--- src/rtl/instr_queue_if.sv ---
// Handshake bundle between the fetch stage, the instruction queue and decode.
// The queue connects through the slave modport; the fetch/decode side
// (or a testbench standing in for it) uses the master modport.
interface instr_queue_if #(
  parameter int XLEN  = 32,
  parameter int DEPTH = 8
);
  localparam int CW = $clog2(DEPTH) + 1;

  logic            flush_i;
  logic            enq_valid_i;
  logic            enq_ready_o;
  logic [XLEN-1:0] enq_pc_i;
  logic [XLEN-1:0] enq_instr_i;
  logic            deq_valid_o;
  logic            deq_ready_i;
  logic [XLEN-1:0] deq_pc_o;
  logic [XLEN-1:0] deq_instr_o;
  logic [CW-1:0]   count_o;

  modport slave (
    input  flush_i, enq_valid_i, enq_pc_i, enq_instr_i, deq_ready_i,
    output enq_ready_o, deq_valid_o, deq_pc_o, deq_instr_o, count_o
  );

  modport master (
    output flush_i, enq_valid_i, enq_pc_i, enq_instr_i, deq_ready_i,
    input  enq_ready_o, deq_valid_o, deq_pc_o, deq_instr_o, count_o
  );
endinterface

--- src/rtl/instr_queue.sv ---
// Instruction queue between fetch and decode: a circular FIFO of {PC, instr}
// pairs with wrap-bit pointers, branch-redirect flush and occupancy count.
// Optional macro INSTR_QUEUE_BYPASS_EN lets an instruction presented to an
// empty queue appear on the dequeue side in the same cycle; without it the
// enqueue-to-dequeue latency is one clock and no combinational path exists.
module instr_queue #(
  parameter int DEPTH = 8,
  parameter int XLEN  = 32
) (
  input  logic clk,
  input  logic reset,
  instr_queue_if.slave q_if
);
  localparam int AW = $clog2(DEPTH);
  localparam logic [AW:0] PTR_ONE = 1;

  logic [AW:0]     wr_ptr;
  logic [AW:0]     rd_ptr;
  logic [AW-1:0]   wr_idx;
  logic [AW-1:0]   rd_idx;
  logic            full;
  logic            empty;
  logic            do_enq;
  logic            do_deq;
  logic            bypass_take;
  logic [XLEN-1:0] pc_mem    [DEPTH];
  logic [XLEN-1:0] instr_mem [DEPTH];

  assign wr_idx = wr_ptr[AW-1:0];
  assign rd_idx = rd_ptr[AW-1:0];
  assign empty  = (wr_ptr == rd_ptr);
  assign full   = (wr_idx == rd_idx) && (wr_ptr[AW] != rd_ptr[AW]);

  assign q_if.enq_ready_o = !full;
  assign q_if.count_o     = wr_ptr - rd_ptr;

`ifdef INSTR_QUEUE_BYPASS_EN
  logic bypass_active;
  assign bypass_active = empty && q_if.enq_valid_i && !q_if.flush_i;
  assign bypass_take   = bypass_active && q_if.deq_ready_i;

  // Head entry when occupied, otherwise forward the fetch inputs straight through
  always_comb begin
    q_if.deq_valid_o = 1'b0;
    q_if.deq_pc_o    = '0;
    q_if.deq_instr_o = '0;
    if (!empty) begin
      q_if.deq_valid_o = 1'b1;
      q_if.deq_pc_o    = pc_mem[rd_idx];
      q_if.deq_instr_o = instr_mem[rd_idx];
    end else if (bypass_active) begin
      q_if.deq_valid_o = 1'b1;
      q_if.deq_pc_o    = q_if.enq_pc_i;
      q_if.deq_instr_o = q_if.enq_instr_i;
    end
  end
`else
  assign bypass_take = 1'b0;

  // Head entry straight from storage; zeros while empty
  always_comb begin
    q_if.deq_valid_o = 1'b0;
    q_if.deq_pc_o    = '0;
    q_if.deq_instr_o = '0;
    if (!empty) begin
      q_if.deq_valid_o = 1'b1;
      q_if.deq_pc_o    = pc_mem[rd_idx];
      q_if.deq_instr_o = instr_mem[rd_idx];
    end
  end
`endif

  // A bypassed instruction is consumed in flight and never occupies a slot
  assign do_enq = q_if.enq_valid_i && !full && !q_if.flush_i && !bypass_take;
  assign do_deq = !empty && q_if.deq_ready_i && !q_if.flush_i;

  // Pointer update; flush redirects both pointers home and drops this cycle's traffic
  always_ff @(posedge clk or negedge reset) begin
    if (!reset) begin
      wr_ptr <= '0;
      rd_ptr <= '0;
    end else if (q_if.flush_i) begin
      wr_ptr <= '0;
      rd_ptr <= '0;
    end else begin
      if (do_enq) wr_ptr <= wr_ptr + PTR_ONE;
      if (do_deq) rd_ptr <= rd_ptr + PTR_ONE;
    end
  end

  // Storage write; contents are don't-care while the slot is unoccupied
  always_ff @(posedge clk) begin
    if (do_enq) begin
      pc_mem[wr_idx]    <= q_if.enq_pc_i;
      instr_mem[wr_idx] <= q_if.enq_instr_i;
    end
  end
endmodule

--- src/flat_wrapper.sv ---
// flat-port wrapper written by rule: the top's interface ports become plain ports
module instr_queue_flat 
#(
  parameter int DEPTH = 8,
  parameter int XLEN  = 32
)
  (clk, reset, q_if_flush_i, q_if_enq_valid_i, q_if_enq_pc_i, q_if_enq_instr_i, q_if_deq_ready_i, q_if_enq_ready_o, q_if_deq_valid_o, q_if_deq_pc_o, q_if_deq_instr_o, q_if_count_o);
  instr_queue_if #(.XLEN(XLEN), .DEPTH(DEPTH)) q_if_i ();
  input  logic clk;
  input  logic reset;
  input wire logic [$bits(q_if_i.flush_i)-1:0] q_if_flush_i;
  input wire logic [$bits(q_if_i.enq_valid_i)-1:0] q_if_enq_valid_i;
  input wire logic [$bits(q_if_i.enq_pc_i)-1:0] q_if_enq_pc_i;
  input wire logic [$bits(q_if_i.enq_instr_i)-1:0] q_if_enq_instr_i;
  input wire logic [$bits(q_if_i.deq_ready_i)-1:0] q_if_deq_ready_i;
  output wire logic [$bits(q_if_i.enq_ready_o)-1:0] q_if_enq_ready_o;
  output wire logic [$bits(q_if_i.deq_valid_o)-1:0] q_if_deq_valid_o;
  output wire logic [$bits(q_if_i.deq_pc_o)-1:0] q_if_deq_pc_o;
  output wire logic [$bits(q_if_i.deq_instr_o)-1:0] q_if_deq_instr_o;
  output wire logic [$bits(q_if_i.count_o)-1:0] q_if_count_o;
  assign q_if_i.flush_i = q_if_flush_i;
  assign q_if_i.enq_valid_i = q_if_enq_valid_i;
  assign q_if_i.enq_pc_i = q_if_enq_pc_i;
  assign q_if_i.enq_instr_i = q_if_enq_instr_i;
  assign q_if_i.deq_ready_i = q_if_deq_ready_i;
  assign q_if_enq_ready_o = q_if_i.enq_ready_o;
  assign q_if_deq_valid_o = q_if_i.deq_valid_o;
  assign q_if_deq_pc_o = q_if_i.deq_pc_o;
  assign q_if_deq_instr_o = q_if_i.deq_instr_o;
  assign q_if_count_o = q_if_i.count_o;
  instr_queue #(.DEPTH(DEPTH), .XLEN(XLEN)) u_core (.clk(clk), .reset(reset), .q_if(q_if_i));
endmodule
--- config.mk ---
export PLATFORM = sky130hd
export DESIGN_NAME = instr_queue_flat
export DESIGN_NICKNAME = d
export VERILOG_FILES = /design/src/rtl/instr_queue_if.sv /design/src/rtl/instr_queue.sv /design/src/flat_wrapper.sv
export SDC_FILE = /design/constraint.sdc
export NUM_CORES = 1
export LEC_CHECK = 0
export ABC_CLOCK_PERIOD_IN_PS = 9600
export CAP_MARGIN = 20
export CORE_UTILIZATION = 58
export DETAILED_ROUTE_END_ITERATION = 16
export GPL_TIMING_DRIVEN = 0
export PLACE_DENSITY = 0.79
export SLEW_MARGIN = 10
export SYNTH_ARGS = -nofsm -noshare
export SYNTH_HDL_FRONTEND = slang
export SYNTH_SLANG_ARGS = --single-unit
--- constraint.sdc ---
create_clock -name clk -period 9.6 [get_ports clk]
set_input_delay 2.88 -clock clk [delete_from_list [all_inputs] [get_ports clk]]
set_output_delay 2.88 -clock clk [all_outputs]
set_load 0.05 [all_outputs]
After elaboration in Yosys (flattened, before gate mapping)
Memories as Yosys holds them, arrays and structs flattened.
Index checks and enable logic that the tools add are counted.

cells by class
  add/subtract/negate cells = 3
  equal/unequal tests = 3
  mux-type cells = 9
  reductions and logical operators = 10

operators with widths
  operator             number
  $mux 32              2
  $mux 4               4
  $add 4x1->4 const B  2
  $logic_and 1x1->1    5
  $eq 4x4->1           1
  $reduce_bool 2->1    2
  $sub 4x4->4          1
  $eq 3x3->1           1
  $logic_not 1->1      3
  $mux 1               3
  $ne 1x1->1           1

storage, ports and cells
  bits in registers = 8
  bits in writable memories = 512
  output and inout bits = 70
  logic and storage cells = 29
  memories = 2

memories
  memory            depth  width  rd ports  clocked after memory_dff  wr ports  line               RTL
  u_core.instr_mem  8      32     1         0                         1         instr_queue.sv:27  logic [XLEN-1:0] instr_mem [DEPTH];
  u_core.pc_mem     8      32     1         0                         1         instr_queue.sv:26  logic [XLEN-1:0] pc_mem [DEPTH];

Logic depth before layout (Yosys ltp)
Gate-level depths: netlist of run 1.

  depth after elaboration = 7
  gate-level depth with buffers = 10

Worst setup path after synthesis of run 1
Ideal clock, no wire load.

  path type = input to register
  start = input port q_if_flush_i
  end = memory u_core.instr_mem[1][0], enable pin
  library setup time = 644 ps
  arrival = 9251 ps
  required time = 8956 ps
  slack = -295 ps
  cell stages on the path = 2
  cell sequence = clkbuf_1 nor4_1

between the ends
  cells in the longest elaborated chain, start to end = 4

RTL lines
  what                          line                RTL
  start: declaration            flat_wrapper.sv:11  input wire logic [$bits(q_if_i.flush_i)-1:0] q_if_flush_i;
  $logic_not 1->1               instr_queue.sv:74   assign do_enq = q_if.enq_valid_i && !full && !q_if.flush_i && !bypass_take;
  $logic_and 1x1->1             instr_queue.sv:74
  $mux 1                        instr_queue.sv:93   if (do_enq) begin
  $mux 1 (implied by the code)  instr_queue.sv:95   instr_mem[wr_idx] <= q_if.enq_instr_i;
  end: declaration              instr_queue.sv:27

Every way passes these cells.

Worst setup path in the final report of run 1
  start = register u_core.rd_ptr[1]
  end = output port q_if_deq_pc_o[29]

between the ends
  cells in the longest elaborated chain, start to end = 2
  elaborated cells between the ends (all ways) = 3
  those cells by class = eq/ne: 1; mux: 1; memory: 1

RTL lines
  what                                        line                RTL
  start: declaration                          instr_queue.sv:18   logic [AW:0] rd_ptr;
  start signal: assignment                    instr_queue.sv:87   if (do_deq) rd_ptr <= rd_ptr + PTR_ONE;
  $mem_v2 8x32 or $eq 4x4->1 (tied branches)  --
  $mux 32 *                                   instr_queue.sv:65   if (!empty) begin
  end: declaration                            flat_wrapper.sv:18  output wire logic [$bits(q_if_i.deq_pc_o)-1:0] q_if_deq_pc_o;

Every way passes the cells marked *; elsewhere a longest branch is shown, timed or not.

==> load_flow_metrics.sql, run 1 <==
INSERT INTO impl_metrics (metric_group, metric, value, unit) VALUES
('cts', 'clkLatencyLatePin', '0.55', 'ns'),
('yosys', 'synthTopCellsByArea', 'sky130_fd_sc_hd__edfxtp_1, sky130_fd_sc_hd__mux4_2, sky130_fd_sc_hd__a22o_1', ''),
('floorplan', 'start_util', '59.02', '%'),
('power', 'vdd.ir_drop.worst', '216.9', 'uV'),
('yosys', 'syn_area', '19840', 'sq um'),
('yosys', 'synthTopCellsByCount', 'sky130_fd_sc_hd__edfxtp_1, sky130_fd_sc_hd__mux4_2, sky130_fd_sc_hd__a22o_1, sky130_fd_sc_hd__buf_6', ''),
('yosys', 'postSynthCellCount', '820', ''),
('finish', 'num_antenna_cells', '0', ''),
('timing', 'fmax', '134.9', 'MHz'),
('route', 'drc', '0', ''),
('grt', 'grt_util_all_layers', '24.01', '%'),
('cts', 'tritoncts', 'yes', ''),
('floorplan', 'die_w', '187.0', 'um'),
('route', 'vias', '9546', ''),
('route', 'dr.pass1.iters', '5', ''),
('timing', 'final.setup_skew', '0.01323', 'ns'),
('worst_setup_path', 'timing.critical_path.to_type', 'output pin', ''),
('cts', 'cts-buffers-inserted', '50', ''),
('grt', 'first_global_vias', '10140', ''),
('timing', 'holdWs', '0.7217', 'ns'),
('yosys', 'synth.ff_latch_count', '520', ''),
('power', 'cellLeakagePower', '7.753', 'nW'),
('finish', 'post-route-util', '71.49', '%'),
('yosys', 'syn_area_per_cell', '24.20', 'sq um'),
('route', 'postRouteAntennaNets', '0', ''),
('floorplan', 'row_count', '67', ''),
('floorplan', 'die-height', '187.0', 'um'),
('yosys', 'postSynth.topFlopCell', 'sky130_fd_sc_hd__edfxtp_1', ''),
('placement', 'dp_worst_setup_slack', '2.794', 'ns'),
('placement', 'portBuffers', '138', ''),
('cts', 'post_cts_setup_buffer_count', '0', ''),
('outcome', 'status', 'completed', ''),
('route', 'detail_route.vias_per_cell', '6.111', ''),
('timing', 'slew_viol_final', '0', ''),
('route', 'totalWireLength', '40.92', 'mm'),
('timing', 'fin_hold_viols', '0', ''),
('cts', 'postCtsHoldBufs', '0', ''),
('timing', 'timing.slew.headroom', '31.03', '%'),
('job', 'maxCapViolCount', '0', ''),
('timing', 'finalWorstPathRequiredPeriod', '7.412', 'ns'),
('finish', 'drive_gt1_share', '29.44', '%'),
('yosys', 'synth_edf_count', '512', ''),
('worst_setup_path', 'critical_path_required', '6.72', 'ns'),
('timing', 'timing.final.ws_setup', '2.188', 'ns'),
('placement', 'dp.final_hpwl', '26.77', 'mm'),
('cts', 'max-clock-path-buffers', '3', ''),
('cts', 'ctsHtreeMaxLevel', '2', ''),
('timing', 'worst_slew_pin_slew', '1.029', 'ns'),
('min_path', 'worstHoldPathType', 'reg2reg', ''),
('route', 'drt-initial-drc-count', '936', ''),
('floorplan', 'io_pins', '139', ''),
('route', 'routed-wl-met3', '2.496', 'mm'),
('route', 'routed_wire_length_per_instance', '26.20', 'um'),
('worst_setup_path', 'worstSetupStartpointType', 'flip-flop', ''),
('yosys', 'synth_warnings', '0', ''),
('timing', 'setup_repair_after_global_routing_missed_its_margin', 'false', ''),
('yosys', 'netlist.top_cell.by_area', 'sky130_fd_sc_hd__edfxtp_1', ''),
('yosys', 'synth_cell_type_count', '30', ''),
('power', 'power.density', '234.4', 'nW/um^2'),
('worst_setup_path', 'path_class', 'reg2out', ''),
('worst_setup_path', 'critical_path_peak_fanout', '10', ''),
('cts', 'cts_root_buffer', 'sky130_fd_sc_hd__clkbuf_16', ''),
('cts', 'post_cts.resized_instances', '0', ''),
('grt', 'global_route_wire_length_before_repair', '61.55', 'mm'),
('floorplan', 'core_region_area', '33620', 'sq um'),
('route', 'm1WireLength', '16.74', 'mm'),
('yosys', 'synth-seq-area-share', '78.50', '%'),
('cts', 'clk_pin_slew_worst_paths', '0.06', 'ns'),
('yosys', 'post-synth-top-count-cell', 'sky130_fd_sc_hd__edfxtp_1', ''),
('grt', 'grt_max_degree', '15', ''),
('route', 'top_layer', 'met4', '');
[power by group]
| group | internal, mW | leakage, nW | total (mW) | switching [mW] |
|---|---|---|---|---|
| combinational | 0.521 | 2.28 | 1.27 | 0.748 |
| clock | 1.05 | 0.738 | 1.82 | 0.776 |
| sequential | 2.53 | 4.73 | 2.54 | 0.0108 |
| total | 4.10 | 7.75 | 5.63 | 1.54 |
[critical path, cell delays in order, from the launching register on]
cell                              delay (ns)
sky130_fd_sc_hd__dfrtp_1                0.40
sky130_fd_sc_hd__clkbuf_1               0.29
sky130_fd_sc_hd__buf_2                  0.33
sky130_fd_sc_hd__buf_2                  0.37
sky130_fd_sc_hd__inv_1                  0.09
sky130_fd_sc_hd__ha_1                   0.33
sky130_fd_sc_hd__and3_1                 0.19
sky130_fd_sc_hd__buf_4                  0.16
sky130_fd_sc_hd__a21oi_4                0.50
sky130_fd_sc_hd__buf_6                  0.25
sky130_fd_sc_hd__a22o_1                 0.22
sky130_fd_sc_hd__clkdlybuf4s50_1        0.83
[logic make-up after synthesis]
family | synth area share [%]
AO/OA/AOI/OAI | 3.424
XOR/XNOR | 0.5361
adder cells (fa/ha/maj) | 0.4162
buffers and inverters | 1.905
flip-flops | 78.50
multiplexers | 14.53
AND/OR/NAND/NOR | 0.6874
[cell type report]
cell class	instances	area, sq um
Timing Repair Buffer	209	2048
Inverter	8	30.03
Multi-Input combinational cell	248	3950
Clock inverter	25	166.4
Clock buffer	60	1353
Fill cell	1926	9585
Sequential cell	520	15570
Buffer	44	347.8
Tap cell	448	560.5
[final timing paths]
| check | from | endpoint | slack [ns] | depth (start not counted) |
|---|---|---|---|---|
| max in group asynchronous | reset | u_core.wr_ptr[1] | 6.69 | 1 |
| min in group asynchronous | reset | u_core.rd_ptr[0] | 2.62 | 1 |
| worst min-delay path | u_core.wr_ptr[3] | u_core.wr_ptr[3] | 0.72 | 2 |
| worst max-delay path | u_core.rd_ptr[1] | q_if_deq_pc_o[29] | 2.19 | 11 |
| worst max register to register | u_core.rd_ptr[1] | u_core.instr_mem[7][9] | 5.55 | 11 |
| worst min register to register | u_core.wr_ptr[3] | u_core.wr_ptr[3] | 0.72 | 2 |
[placed cells by master, fill, tap and decap left out, types with 8 or more instances in the layout]
cell type and count:
sky130_fd_sc_hd__edfxtp_1 512, sky130_fd_sc_hd__clkdlybuf4s50_1 138, sky130_fd_sc_hd__mux4_2 128, sky130_fd_sc_hd__clkbuf_16 53, sky130_fd_sc_hd__a22o_1 50, sky130_fd_sc_hd__buf_4 43
sky130_fd_sc_hd__buf_6 43, sky130_fd_sc_hd__buf_2 16, sky130_fd_sc_hd__a22o_2 14, sky130_fd_sc_hd__clkbuf_1 13, sky130_fd_sc_hd__clkinv_1 13, sky130_fd_sc_hd__inv_1 8
sky130_fd_sc_hd__dfrtp_1 8
[state kept, by name (all words and copies together) (netlist names)]
register          cells
u_core.pc_mem       256
u_core.rd_ptr         4
u_core.instr_mem    256
u_core.wr_ptr         4
[stage by stage]
| stage | setup TNS [ns] | instance area (sq um) | std cells | power (mW) |
|---|---|---|---|---|
| after floorplan | -37.79 | 19850 | 820 | 3.463 |
| after global placement | -1795.10 | 21790 | 1406 | 3.846 |
| after detailed placement | 0 | 22510 | 1477 | 3.863 |
| after CTS | 0 | 24030 | 1562 | 5.674 |
| after global routing | 0 | 24030 | 1562 | 5.808 |
| final | 0 | 24030 | 1562 | 5.632 |
[metal layers]
metal  track usage (%)  vias to the layer above
met5                 0                        -
met2             40.18                      385
met4             5.832                        0
met3             4.090                       67
li1                  -                     4061
met1             33.55                     5033
Note: power is estimated with default switching activity, not from simulation.
==> inputs of run 2 (changes only) <==
--- a/config.mk
+++ b/config.mk
@@ -5,12 +5,12 @@
 export SDC_FILE = /design/constraint.sdc
 export NUM_CORES = 1
 export LEC_CHECK = 0
-export ABC_CLOCK_PERIOD_IN_PS = 9600
+export ABC_CLOCK_PERIOD_IN_PS = 6800
 export CAP_MARGIN = 20
-export CORE_UTILIZATION = 58
+export CORE_UTILIZATION = 53
 export DETAILED_ROUTE_END_ITERATION = 16
 export GPL_TIMING_DRIVEN = 0
-export PLACE_DENSITY = 0.79
+export PLACE_DENSITY = 0.76
 export SLEW_MARGIN = 10
 export SYNTH_ARGS = -nofsm -noshare
 export SYNTH_HDL_FRONTEND = slang
==> constraint.sdc (replaced) <==
create_clock -name clk -period 6.8 [get_ports clk]
set_input_delay 2.04 -clock clk [delete_from_list [all_inputs] [get_ports clk]]
set_output_delay 2.04 -clock clk [all_outputs]
set_load 0.05 [all_outputs]
==> run 2 against run 1 <==
  * Final area up 0.52%
  * Setup slack got worse by 1.8 ns
  * Register-to-register slack worse by 3.2 ns
  * Global-route usage is 1.9 points lower
  * Clock skew is essentially flat
  * Count of clock-buffer cells in the layout increased by 9
  * Largest power group unchanged
  * Flip-flop and latch count stayed put
  * Sequential power up 41%
  * Die area increased by 9.3%
  * Final cell count increased by 0.90%
  * Sequential share of layout area is 0.33 points lower
  * Via count up 0.12%
==> load_flow_metrics.sql, run 2 (synthesized netlist as in run 1, its figures left out) <==
INSERT INTO impl_metrics (metric_group, metric, value, unit) VALUES
('power', 'power.density', '330.3', 'nW/um^2'),
('finish', 'post-route-util', '65.82', '%'),
('floorplan', 'io_pins', '139', ''),
('timing', 'final.setup_skew', '0.01360', 'ns'),
('placement', 'dp_worst_setup_slack', '0.6846', 'ns'),
('placement', 'numPlacedInstances', '1485', ''),
('finish', 'layout_top_registers', 'u_core.instr_mem x256, u_core.pc_mem x256', ''),
('timing', 'worst_slew_pin_slew', '0.8661', 'ns'),
('power', 'p_total', '7.978', 'mW'),
('timing', 'timing.final.ws_setup', '0.4138', 'ns'),
('placement', 'dp.final_hpwl', '26.80', 'mm'),
('finish', 'fillerInstances', '2312', ''),
('power', 'cellLeakagePower', '7.819', 'nW'),
('finish', 'mostFrequentLayoutCells', 'sky130_fd_sc_hd__edfxtp_1, sky130_fd_sc_hd__clkdlybuf4s50_1, sky130_fd_sc_hd__mux4_2', ''),
('min_path', 'worstHoldPathType', 'reg2reg', ''),
('timing', 'finalWorstPathRequiredPeriod', '6.386', 'ns'),
('cts', 'ctsHtreeMaxLevel', '2', ''),
('grt', 'grt_util_all_layers', '22.13', '%'),
('grt', 'grt_most_used_layer', 'met2', ''),
('grt', 'global_route_wire_length_before_repair', '61.38', 'mm'),
('placement', 'portBuffers', '138', ''),
('worst_setup_path', 'worstSetupStartpointType', 'flip-flop', ''),
('floorplan', 'die-height', '195.5', 'um'),
('worst_setup_path', 'critical_path_peak_fanout', '10', ''),
('timing', 'setup_repair_after_global_routing_missed_its_margin', 'false', ''),
('cts', 'cts_root_buffer', 'sky130_fd_sc_hd__clkbuf_16', ''),
('power', 'power.share.clock', '32.3', '%'),
('finish', 'layout_cell_area_excl_fill', '24150', 'sq um'),
('floorplan', 'die_area', '38210', 'sq um'),
('route', 'drt-initial-drc-count', '809', ''),
('finish', 'area.growth.synth_to_final', '21.74', '%'),
('grt', 'first_global_vias', '10020', ''),
('power', 'internal_power', '5.805', 'mW'),
('placement', 'gpl.final_weighted_congestion', '0.7979', ''),
('timing', 'holdWs', '0.7027', 'ns'),
('floorplan', 'row_count', '70', ''),
('cts', 'clk_pin_slew_worst_paths', '0.06', 'ns'),
('cts', 'cts_num_sinks', '520', ''),
('worst_setup_path', 'timing.critical_path.to_type', 'output pin', ''),
('route', 'postRouteAntennaNets', '0', ''),
('outcome', 'status', 'completed', ''),
('floorplan', 'die_w', '195.5', 'um'),
('grt', 'groute.layer.met3.usage', '4.111', '%'),
('power', 'net-switching-power', '2.173', 'mW'),
('timing', 'finalSetupViolCount', '0', ''),
('floorplan', 'core_region_area', '36700', 'sq um'),
('route', 'vias', '9557', ''),
('finish', 'layout.cells.non_filler', '1576', ''),
('timing', 'fin_hold_viols', '0', ''),
('power', 'vdd.ir_drop.worst', '233.4', 'uV'),
('cts', 'tritoncts', 'yes', ''),
('finish', 'multiInputGateArea', '3975', 'sq um'),
('finish', 'mostFrequentLayoutCell', 'sky130_fd_sc_hd__edfxtp_1', ''),
('cts', 'max-clock-path-buffers', '3', ''),
('route', 'detail_route.vias_per_cell', '6.064', ''),
('cts', 'postCtsHoldBufs', '0', ''),
('timing', 'fmax', '156.6', 'MHz'),
('timing', 'slew_viol_final', '0', ''),
('cts', 'cts-buffers-inserted', '50', ''),
('placement', 'placedInstanceArea', '22590', 'sq um'),
('job', 'maxCapViolCount', '0', ''),
('grt', 'number_of_antenna_violations_at_the_first_check_in_global_routing', '2', ''),
('grt', 'globalRouteOverflowTotal', '0', ''),
('power', 'comb_power_share', '22.7', '%'),
('timing', 'fin_setup_tns', '0', 'ns'),
('grt', 'grt_max_degree', '16', ''),
('timing', 'fin_crit_sh', '93.92', '%'),
('finish', 'seq_area', '15570', 'sq um'),
('power', 'p_sw_share', '27.23', '%'),
('cts', 'clkLatencyLatePin', '0.56', 'ns'),
('route', 'routed_wire_length_per_instance', '26.24', 'um'),
('route', 'totalWireLength', '41.35', 'mm'),
('grt', 'grt_util_met1', '30.39', '%'),
('finish', 'finalNetCount', '1146', ''),
('worst_setup_path', 'path_class', 'reg2out', ''),
('floorplan', 'start_util', '54.06', '%'),
('route', 'dr.pass1.iters', '5', ''),
('route', 'drc', '0', ''),
('worst_setup_path', 'worst-endpoint-arrival', '4.35', 'ns'),
('finish', 'drive_gt1_share', '28.48', '%'),
('grt', 'gr-usage-met2', '36.73', '%'),
('power', 'seq_power_share', '45.0', '%'),
('worst_setup_path', 'critical_path_required', '4.76', 'ns'),
('timing', 'timing.slew.headroom', '41.83', '%');
run 2: cell types whose count changed in the layout (fill, tap and decap cells not counted), moves of 4 or more:
| cell | before | now |
|---|---|---|
| sky130_fd_sc_hd__buf_4 | 43 | 24 |
| sky130_fd_sc_hd__nor3_4 | 0 | 4 |
| sky130_fd_sc_hd__buf_8 | 7 | 18 |
| sky130_fd_sc_hd__clkbuf_1 | 13 | 24 |
| sky130_fd_sc_hd__clkinv_1 | 13 | 7 |
| sky130_fd_sc_hd__nor3_2 | 4 | 0 |
| sky130_fd_sc_hd__buf_6 | 43 | 33 |
| sky130_fd_sc_hd__dlymetal6s2s_1 | 0 | 4 |
| sky130_fd_sc_hd__buf_16 | 0 | 4 |
| sky130_fd_sc_hd__clkdlybuf4s50_1 | 138 | 134 |
run 2: routing by layer:
layer  share of wire, %  wire, um
met1                 40     16530
met2                 51     21130
met3                6.9      2849
met4                2.0       841
met5                  0         0
run 2: final cells by class:
class	instances	area share (%)
Sequential cell	520	64.48
Antenna cell	2	0.02072
Tap cell	468	2.424
Buffer	44	1.440
Multi-Input combinational cell	248	16.46
Timing Repair Buffer	199	8.811
Clock buffer	69	5.563
Clock inverter	18	0.6786
Inverter	8	0.1243
run 2: worst paths after layout:
check	start	end	slack (ns)	cells past startpoint
max in group asynchronous	reset	u_core.rd_ptr[3]	4.73	1
max	u_core.rd_ptr[1]	q_if_deq_instr_o[28]	0.41	12
min	u_core.wr_ptr[1]	u_core.wr_ptr[1]	0.70	2
max reg2reg	u_core.rd_ptr[1]	u_core.instr_mem[5][26]	2.40	13
min reg2reg	u_core.wr_ptr[1]	u_core.wr_ptr[1]	0.70	2
min in group asynchronous	reset	u_core.wr_ptr[0]	1.78	1
run 2: critical path: stages, from the launching register on:
cell                              delay [ns]
sky130_fd_sc_hd__dfrtp_1                0.42
sky130_fd_sc_hd__clkbuf_1               0.33
sky130_fd_sc_hd__buf_2                  0.32
sky130_fd_sc_hd__buf_2                  0.33
sky130_fd_sc_hd__inv_1                  0.09
sky130_fd_sc_hd__ha_1                   0.33
sky130_fd_sc_hd__and3_1                 0.19
sky130_fd_sc_hd__buf_4                  0.17
sky130_fd_sc_hd__a21oi_4                0.17
sky130_fd_sc_hd__buf_12                 0.19
sky130_fd_sc_hd__buf_6                  0.17
sky130_fd_sc_hd__a22o_1                 0.22
sky130_fd_sc_hd__clkdlybuf4s50_1        0.83
run 2: power by group through the flow:
stage          sequential (mW)  combinational, mW  clock [mW]
6_report                  3.59               1.81        2.58
3_5_place_dp              3.65               1.81           0
5_1_grt                   3.59               1.90        2.74
4_1_cts                   3.59               1.82        2.61
3_3_place_gp              3.66               1.78           0
2_1_floorplan             3.65               1.23           0
run 2: timing repair:
action | in CTS | in global routing
gates resized for setup | 0 | 4
buffers inserted | 0 | 2
endpoints found under the setup margin | 0 | 37
